===== src/rtl/traffic_pkg.sv =====
// rtl/traffic_pkg.sv - light codes, phase-controller state encoding and index helper
package traffic_pkg;

    localparam logic [1:0] LIGHT_RED    = 2'b00;
    localparam logic [1:0] LIGHT_GREEN  = 2'b01;
    localparam logic [1:0] LIGHT_YELLOW = 2'b10;
    localparam logic [1:0] LIGHT_OFF    = 2'b11;

    // Width of the active_phase port; covers up to 8 phases.
    localparam int ACTIVE_W = 3;

    typedef enum logic [1:0] {
        ST_ALLRED = 2'd0,
        ST_GREEN  = 2'd1,
        ST_YELLOW = 2'd2,
        ST_FLASH  = 2'd3
    } phase_state_e;

    // Folds idx back into 0..n-1. idx never exceeds 2*n-1 here (active + 1..n),
    // so a single conditional subtract is enough.
    function automatic logic [3:0] wrap_index(input logic [3:0] idx, input int n);
        logic [3:0] n4;
        n4 = 4'(n);
        return (idx >= n4) ? (idx - n4) : idx;
    endfunction

endpackage


===== src/rtl/sec_tick_timer.sv =====
// rtl/sec_tick_timer.sv - one-second prescaler plus seconds down-counter
//  clk, reset   clock, asynchronous active-low reset
//  load         restart: prescaler to 0, counter to load_val
//  load_val     seconds to count down from
//  tick         one clk pulse when the prescaler wraps (once per second)
//  expired      counter is 0
//  last_sec     this tick takes the counter from 1 to 0
module sec_tick_timer #(
    parameter int CLK_HZ    = 10000,
    parameter int TW        = 8,
    parameter int RESET_VAL = 1
) (
    input  logic          clk,
    input  logic          reset,
    input  logic          load,
    input  logic [TW-1:0] load_val,
    output logic          tick,
    output logic          expired,
    output logic          last_sec
);

    localparam int PW = (CLK_HZ > 1) ? $clog2(CLK_HZ) : 1;

    logic [PW-1:0] presc_q;
    logic [TW-1:0] count_q;

    assign tick     = (presc_q == PW'(CLK_HZ - 1));
    assign expired  = (count_q == '0);
    assign last_sec = tick && (count_q == TW'(1));

    always_ff @(posedge clk or negedge reset) begin
        if (!reset) begin
            presc_q <= '0;
            count_q <= TW'(RESET_VAL);
        end else if (load) begin
            presc_q <= '0;
            count_q <= load_val;
        end else begin
            presc_q <= tick ? '0 : (presc_q + PW'(1));
            if (tick && !expired) begin
                count_q <= count_q - TW'(1);
            end
        end
    end

endmodule


===== src/rtl/traffic_phase_ctrl.sv =====
// rtl/traffic_phase_ctrl.sv - sensor-actuated controller for N conflicting traffic phases
//  clk           system clock
//  reset         asynchronous active-low reset
//  enable        1 = normal operation, 0 = flash mode
//  sensor        asynchronous vehicle sensors, one per phase
//  light         phase p light code at [2p+1:2p]
//  active_phase  phase currently owning green/yellow
//  demand        latched pending requests
module traffic_phase_ctrl #(
    parameter int N_PHASES  = 3,
    parameter int CLK_HZ    = 10000,
    parameter int GREEN_MIN = 5,
    parameter int GREEN_MAX = 30,
    parameter int YELLOW_T  = 3,
    parameter int ALLRED_T  = 1,
    parameter int TW        = 8
) (
    input  logic                  clk,
    input  logic                  reset,
    input  logic                  enable,
    input  logic [N_PHASES-1:0]   sensor,
    output logic [2*N_PHASES-1:0] light,
    output logic [2:0]            active_phase,
    output logic [N_PHASES-1:0]   demand
);

    import traffic_pkg::*;

    phase_state_e          state_q, state_d;
    logic [ACTIVE_W-1:0]   active_q, active_d, next_phase;
    logic                  first_q, first_d;
    logic [N_PHASES-1:0]   sync1_q, sync2_q;
    logic [N_PHASES-1:0]   demand_q, demand_d;
    logic [TW-1:0]         elapsed_q, elapsed_d;
    logic                  flash_on_q, flash_on_d;
    logic [2*N_PHASES-1:0] light_q, light_d;

    logic                  tmr_load;
    logic [TW-1:0]         tmr_val;
    logic                  tick, expired, last_sec;
    logic                  sec_done, max_done, other_demand, own_sensor, entering_green;
    logic [7:0]            demand8, sync8;
    logic [3:0]            cand;

    sec_tick_timer #(
        .CLK_HZ    (CLK_HZ),
        .TW        (TW),
        .RESET_VAL (ALLRED_T)
    ) u_timer (
        .clk      (clk),
        .reset    (reset),
        .load     (tmr_load),
        .load_val (tmr_val),
        .tick     (tick),
        .expired  (expired),
        .last_sec (last_sec)
    );

    // Firing on the tick that reaches zero keeps every state exactly its
    // count of whole seconds long.
    assign sec_done = expired || last_sec;

    // Green elapsed saturates at GREEN_MAX, so the same test covers the
    // ongoing-demand case and the demand-arrives-after-long-rest case.
    assign max_done = (elapsed_q >= TW'(GREEN_MAX)) ||
                      (tick && (elapsed_q == TW'(GREEN_MAX - 1)));

    assign demand8      = 8'(demand_q);
    assign sync8        = 8'(sync2_q);
    assign other_demand = |(demand8 & ~(8'd1 << active_q));
    assign own_sensor   = sync8[active_q];

    // Round-robin search from active+1; walking from the far end means the
    // nearest pending phase is the last one written.
    always_comb begin
        cand       = wrap_index({1'b0, active_q} + 4'd1, N_PHASES);
        next_phase = cand[ACTIVE_W-1:0];
        for (int k = N_PHASES; k >= 1; k--) begin
            cand = wrap_index({1'b0, active_q} + 4'(k), N_PHASES);
            if (demand8[cand[2:0]]) begin
                next_phase = cand[ACTIVE_W-1:0];
            end
        end
    end

    always_comb begin
        state_d    = state_q;
        active_d   = active_q;
        first_d    = first_q;
        tmr_load   = 1'b0;
        tmr_val    = TW'(ALLRED_T);
        elapsed_d  = elapsed_q;
        flash_on_d = flash_on_q;

        case (state_q)
            ST_ALLRED: begin
                if (sec_done) begin
                    tmr_load = 1'b1;
                    if (!enable) begin
                        state_d = ST_FLASH;
                    end else begin
                        state_d  = ST_GREEN;
                        tmr_val  = TW'(GREEN_MIN);
                        // The first green after reset always goes to phase 0.
                        active_d = first_q ? '0 : next_phase;
                        first_d  = 1'b0;
                    end
                end
            end
            ST_GREEN: begin
                if (!enable || (sec_done && other_demand && (!own_sensor || max_done))) begin
                    state_d  = ST_YELLOW;
                    tmr_load = 1'b1;
                    tmr_val  = TW'(YELLOW_T);
                end
            end
            ST_YELLOW: begin
                if (sec_done) begin
                    state_d  = ST_ALLRED;
                    tmr_load = 1'b1;
                end
            end
            ST_FLASH: begin
                if (enable) begin
                    state_d  = ST_ALLRED;
                    tmr_load = 1'b1;
                end
            end
            default: begin
                state_d  = ST_ALLRED;
                tmr_load = 1'b1;
            end
        endcase

        if (tmr_load) begin
            elapsed_d = '0;
        end else if ((state_q == ST_GREEN) && tick && (elapsed_q < TW'(GREEN_MAX))) begin
            elapsed_d = elapsed_q + TW'(1);
        end

        if (tmr_load && (state_d == ST_FLASH)) begin
            flash_on_d = 1'b1;
        end else if ((state_q == ST_FLASH) && tick) begin
            flash_on_d = !flash_on_q;
        end
    end

    assign entering_green = (state_q == ST_ALLRED) && (state_d == ST_GREEN);

    // The phase being granted green clears even if its sensor is still high;
    // the phase already in green never re-requests itself.
    always_comb begin
        demand_d = demand_q;
        for (int p = 0; p < N_PHASES; p++) begin
            if (sync2_q[p] && !((state_q == ST_GREEN) && (active_q == ACTIVE_W'(p)))) begin
                demand_d[p] = 1'b1;
            end
            if (entering_green && (active_d == ACTIVE_W'(p))) begin
                demand_d[p] = 1'b0;
            end
        end
    end

    always_comb begin
        light_d = '0;
        for (int p = 0; p < N_PHASES; p++) begin
            case (state_q)
                ST_GREEN: begin
                    light_d[2*p +: 2] = (active_q == ACTIVE_W'(p)) ? LIGHT_GREEN : LIGHT_RED;
                end
                ST_YELLOW: begin
                    light_d[2*p +: 2] = (active_q == ACTIVE_W'(p)) ? LIGHT_YELLOW : LIGHT_RED;
                end
                ST_FLASH: begin
                    light_d[2*p +: 2] = flash_on_q ? LIGHT_YELLOW : LIGHT_OFF;
                end
                default: begin
                    light_d[2*p +: 2] = LIGHT_RED;
                end
            endcase
        end
    end

    always_ff @(posedge clk or negedge reset) begin
        if (!reset) begin
            state_q    <= ST_ALLRED;
            active_q   <= '0;
            first_q    <= 1'b1;
            sync1_q    <= '0;
            sync2_q    <= '0;
            demand_q   <= '0;
            elapsed_q  <= '0;
            flash_on_q <= 1'b0;
            light_q    <= '0;
        end else begin
            state_q    <= state_d;
            active_q   <= active_d;
            first_q    <= first_d;
            sync1_q    <= sensor;
            sync2_q    <= sync1_q;
            demand_q   <= demand_d;
            elapsed_q  <= elapsed_d;
            flash_on_q <= flash_on_d;
            light_q    <= light_d;
        end
    end

    assign light        = light_q;
    assign active_phase = active_q;
    assign demand       = demand_q;

endmodule


===== config.mk =====
export PLATFORM = sky130hd
export DESIGN_NAME = traffic_phase_ctrl
export DESIGN_NICKNAME = d
export VERILOG_FILES = /design/src/rtl/traffic_pkg.sv /design/src/rtl/sec_tick_timer.sv /design/src/rtl/traffic_phase_ctrl.sv
export SDC_FILE = /design/constraint.sdc
export NUM_CORES = 1
export LEC_CHECK = 0
export BUFFER_PORTS_ARGS = -buffer_cell sky130_fd_sc_hd__buf_2
export CAP_MARGIN = 20
export CORE_MARGIN = 2
export CORE_UTILIZATION = 61
export CTS_BUF_LIST = sky130_fd_sc_hd__clkbuf_4 sky130_fd_sc_hd__clkbuf_8 sky130_fd_sc_hd__clkbuf_16
export CTS_CLUSTER_SIZE = 14
export DETAILED_ROUTE_END_ITERATION = 7
export GPL_ROUTABILITY_DRIVEN = 0
export HOLD_SLACK_MARGIN = 0.15
export PLACE_DENSITY_LB_ADDON = 0.15
export SLEW_MARGIN = 25
export SYNTH_ARGS = -nofsm -noshare
export SYNTH_HDL_FRONTEND = slang
export SYNTH_SLANG_ARGS = --single-unit

===== constraint.sdc =====
create_clock -name clk -period 3.4 [get_ports clk]
set_input_delay 0.17 -clock clk [delete_from_list [all_inputs] [get_ports clk]]
set_output_delay 0.17 -clock clk [all_outputs]
set_load 0.01 [all_outputs]

==> implementation parameters <==
Parameter                              Value

Finish
  Cell area after layout ... around 3400 um2
  Most common library cell in the layout ignoring fill and taps ... dfrtp_1
  Fin nets ... 381
  Total inserted antenna cells ... 0
  Commonest cells after routing, fill and taps aside ... dfrtp_1, nor2_1, nand2_1, inv_1, buf_2
  Filler cell count ... about 430
  Area added between synthesis and finish ... 9.968%
  Share of cells above drive strength 1 ... 0.1247
  Share of the core filled with cells ... 0.6861

Route
  Via/cell ratio ... 5.624
  Pre-antenna DRT Iters ... 4
  Initial DRC Count ... ~110
  Via count ... 2424
  Remaining design rule violation count ... 0
  DRT Wirelength ... about 6100 um
  Antenna-violating nets left ... 0
  Routed length per instance ... 14.05 um

Pwr
  Power share of the sequential group ... 0.551
  Net switching power ... 0.0003784 W
  Fraction of power consumed by the clock network ... 0.299
  Pwr dens ... 399.8 nW/um2
  Worst supply voltage drop on vdd ... ~0.37 mV
  Switching power as a share of total power ... 0.2754
  Static Leak ... 1.596 nW
  Part of the power in combinational logic ... 0.150
  Internal cell power ... 0.0009955 W

Yosys
  Number of warnings issued by yosys ... 0
  Mean instance size in the synthesized netlist ... approximately 9.2 um2
  EDFF count, synth ... 0
  Number of synthesized register bits ... 52
  Synthesized cell area ... roughly 3100 um2
  Part of the Yosys area used for sequential elements ... 0.4171
  Count of different cell masters after synthesis ... 57
  Cells after synthesis ... around 340
  Post-synthesis async set-or-reset flop share ... 1.000
  Syn_nets ... roughly 360
  Most used flip-flop cell after synthesis ... dfrtp_1

Global routing
  Total global routing track utilization ... 0.2372
  Antenna violations before repair ... 0
  Largest net degree at the start of global routing ... 38
  Leftover overflow at the end of global routing ... 0
  Wire length of the first global-routing pass ... 10210 um
  Via count of the first global-routing pass ... 2218

Hold path
  Worst min path class ... in2reg
  HP Start ... enable
  Worst Hold Endpoint ... u_timer.count_q[1]
  Instance count along the most critical hold path ... 3

Worst setup path
  Ordered list of cells on the worst path ... or4b_4 -> nor4_4 -> a311oi_1 -> or4_4 -> o221ai_4 -> or2_4 -> nor2_1
  Reg-to-reg slack, setup ... 470 ps
  Gate family responsible for the most delay along the worst path ... simple AND/OR/NAND/NOR gates
  Sort of element at the end of the critical path ... flip-flop
  Max FO, Critical Path ... 13
  WP data required ... 3590 ps
  Startpoint of the lowest-slack register-to-register path ... u_timer.presc_q[4]
  Cell count of the worst reg-to-reg path ... 7
  Combined buffer and inverter count along the critical path ... 0
  Kind of critical path ... reg2reg
  Longest individual stage delay on the worst path ... approximately 570 ps
  Endpoint of the lowest-slack register-to-register path ... u_timer.presc_q[4]
  Worst setup SP type ... flip-flop
  Crit path from ... u_timer.presc_q[4]
  Slowest cell on the critical path ... or4b_4
  Worst endpoint data arrival time ... roughly 3100 ps

STA
  Final Hold Vio Count ... 0
  Worst Hold Slack ... 246.1 ps
  Tcrit/Tclk final ... 0.8615
  Post-layout minimum cycle time ... between 2000 and 3000 ps
  Number of setup violations in the final report ... 0
  Final max-slew violation count ... 0
  Setup repair after global routing missed its margin ... no
  Setup TNS Final ... 0 ps
  Slew at the pin closest to its max-slew limit ... 556.2 ps
  Worst slew slack as a fraction of its limit ... 0.6292
  Upper clock frequency limit ... approximately 0.34 GHz
  Final Skew ... 6.530 ps

Flow run
  Number of max-cap violations ... 0

CTS
  H-tree depth reported by CTS ... 2
  TritonCTS clock tree ... yes
  Number of cells upsized or downsized after cts ... 0
  Latest clock arrival within the worst-skew pair ... about 300 ps
  CTS Root Cell ... clkbuf_8
  Clock-pin slew of the registers on the worst-case setup and hold paths ... approximately 90 ps
  Largest buffer count on any clock path ... 2
  TritonCTS sink count ... 52
  Clock buffer count from CTS ... 5

Placement
  Half-perimeter wire length of the detailed placement result ... approximately 4500 um
  Placed inst area ... 3286 um2
  Port Buffer Count ... 17

Run status
  Outcome ... complete, no violations

Floorplan
  Die Outline Area ... 5712 um2
  I/O pins ... 18
  Effective utilization at floorplan ... 0.6239
  Number of rows created at floorplan ... 26
  CORE AREA ... between 5000 and 6000 um2
  Chip height ... between 70 and 80 um
  Chip Width ... 75.58 um
[power by group through the flow]
stage	logic [W]	registers, W	clock network, W
2_1_floorplan	0.000184	0.000731	0
3_3_place_gp	0.000199	0.000766	0
3_5_place_dp	0.000205	0.000767	0
4_1_cts	0.000210	0.000755	0.000425
5_1_grt	0.000239	0.000771	0.000451
6_report	0.000207	0.000757	0.000411
[how the worst max path moves through the flow]
stage	to	slack [ps]	cells after the start
2_1_floorplan	demand[1]	520	11
3_3_place_gp	u_timer.presc_q[9]	560	7
3_5_place_dp	u_timer.presc_q[4]	510	7
4_1_cts	u_timer.presc_q[4]	480	7
5_1_grt	u_timer.presc_q[4]	320	7
6_report	u_timer.presc_q[4]	470	7
[area by class of cell]
class,count,area (um2),share of cell area
clock buffers,5,68.82,0.02002
well taps,70,87.58,0.02548
flip-flops and latches,52,1304,0.3793
clock inverters,3,42.54,0.01238
repair buffers,29,185.2,0.05388
inverters,17,63.81,0.01857
multi-input cells,255,1685,0.4904
[what timing repair did]
item / in CTS / in global routing
hold buffers: 4 / 0
buffers inserted: 0 / 0
endpoints found under the hold margin: 18 / 0
[logic make-up after synthesis]
family,Yosys count,share of synthesized area
XOR/XNOR,27,0.07566
flip-flops,52,0.4171
AO/OA/AOI/OAI,61,0.1349
adder cells (fa/ha/maj),15,0.06005
buffers and inverters,34,0.04363
AND/OR/NAND/NOR,146,0.2490
multiplexers,6,0.01962
[cell usage after synthesis (all sizes together), types with 7 or more instances]
| cell | number | area (um2) |
|---|---|---|
| o21a | 7 | 52.55 |
| nand2 | 29 | 108.9 |
| a21oi | 14 | 70.07 |
| nor3 | 11 | 55.05 |
| xnor2 | 15 | 131.4 |
| nor2b | 13 | 81.33 |
| ha | 15 | 187.7 |
| inv | 17 | 63.81 |
| dfrtp | 50 | 1251 |
| nor2 | 41 | 153.9 |
| o21ai | 13 | 65.06 |
| xor2 | 12 | 105.1 |
| clkbuf | 15 | 56.30 |
| nand3 | 10 | 50.05 |
[through the flow]
step	setup slack (ps)	power [W]	std cells
4_1_cts	480.2	0.001391	431
3_3_place_gp	556.0	0.0009657	419
3_5_place_dp	509.6	0.0009724	419
2_1_floorplan	518.3	0.0009153	341
5_1_grt	321.3	0.001461	431
6_report	471.0	0.001374	431
[worst register-to-register path, delay by kind of cell (launching register included)]
| kind | cells | cell delay [ps] |
|---|---|---|
| compound gates | 2 | 490 |
| flops | 1 | 450 |
| simple gates | 5 | 1890 |
[routing by layer]
| layer | track usage | share of wire | up-vias |
|---|---|---|---|
| met4 | 0.07212 | 0.015 | 0 |
| met5 | 0 | 0 | - |
| li1 | - | - | 1223 |
| met3 | 0.04630 | 0.034 | 8 |
| met2 | 0.4106 | 0.50 | 47 |
| met1 | 0.3018 | 0.45 | 1146 |
[flip-flops by register name, indices dropped and copies added, names as in the netlist, 3 cells and up]
signal / count
u_timer.presc_q: 14
elapsed_q: 8
u_timer.count_q: 8
light: 6
active_phase: 3
demand: 3
sync1_q: 3
sync2_q: 3
Power figures use the tool's default switching activity.
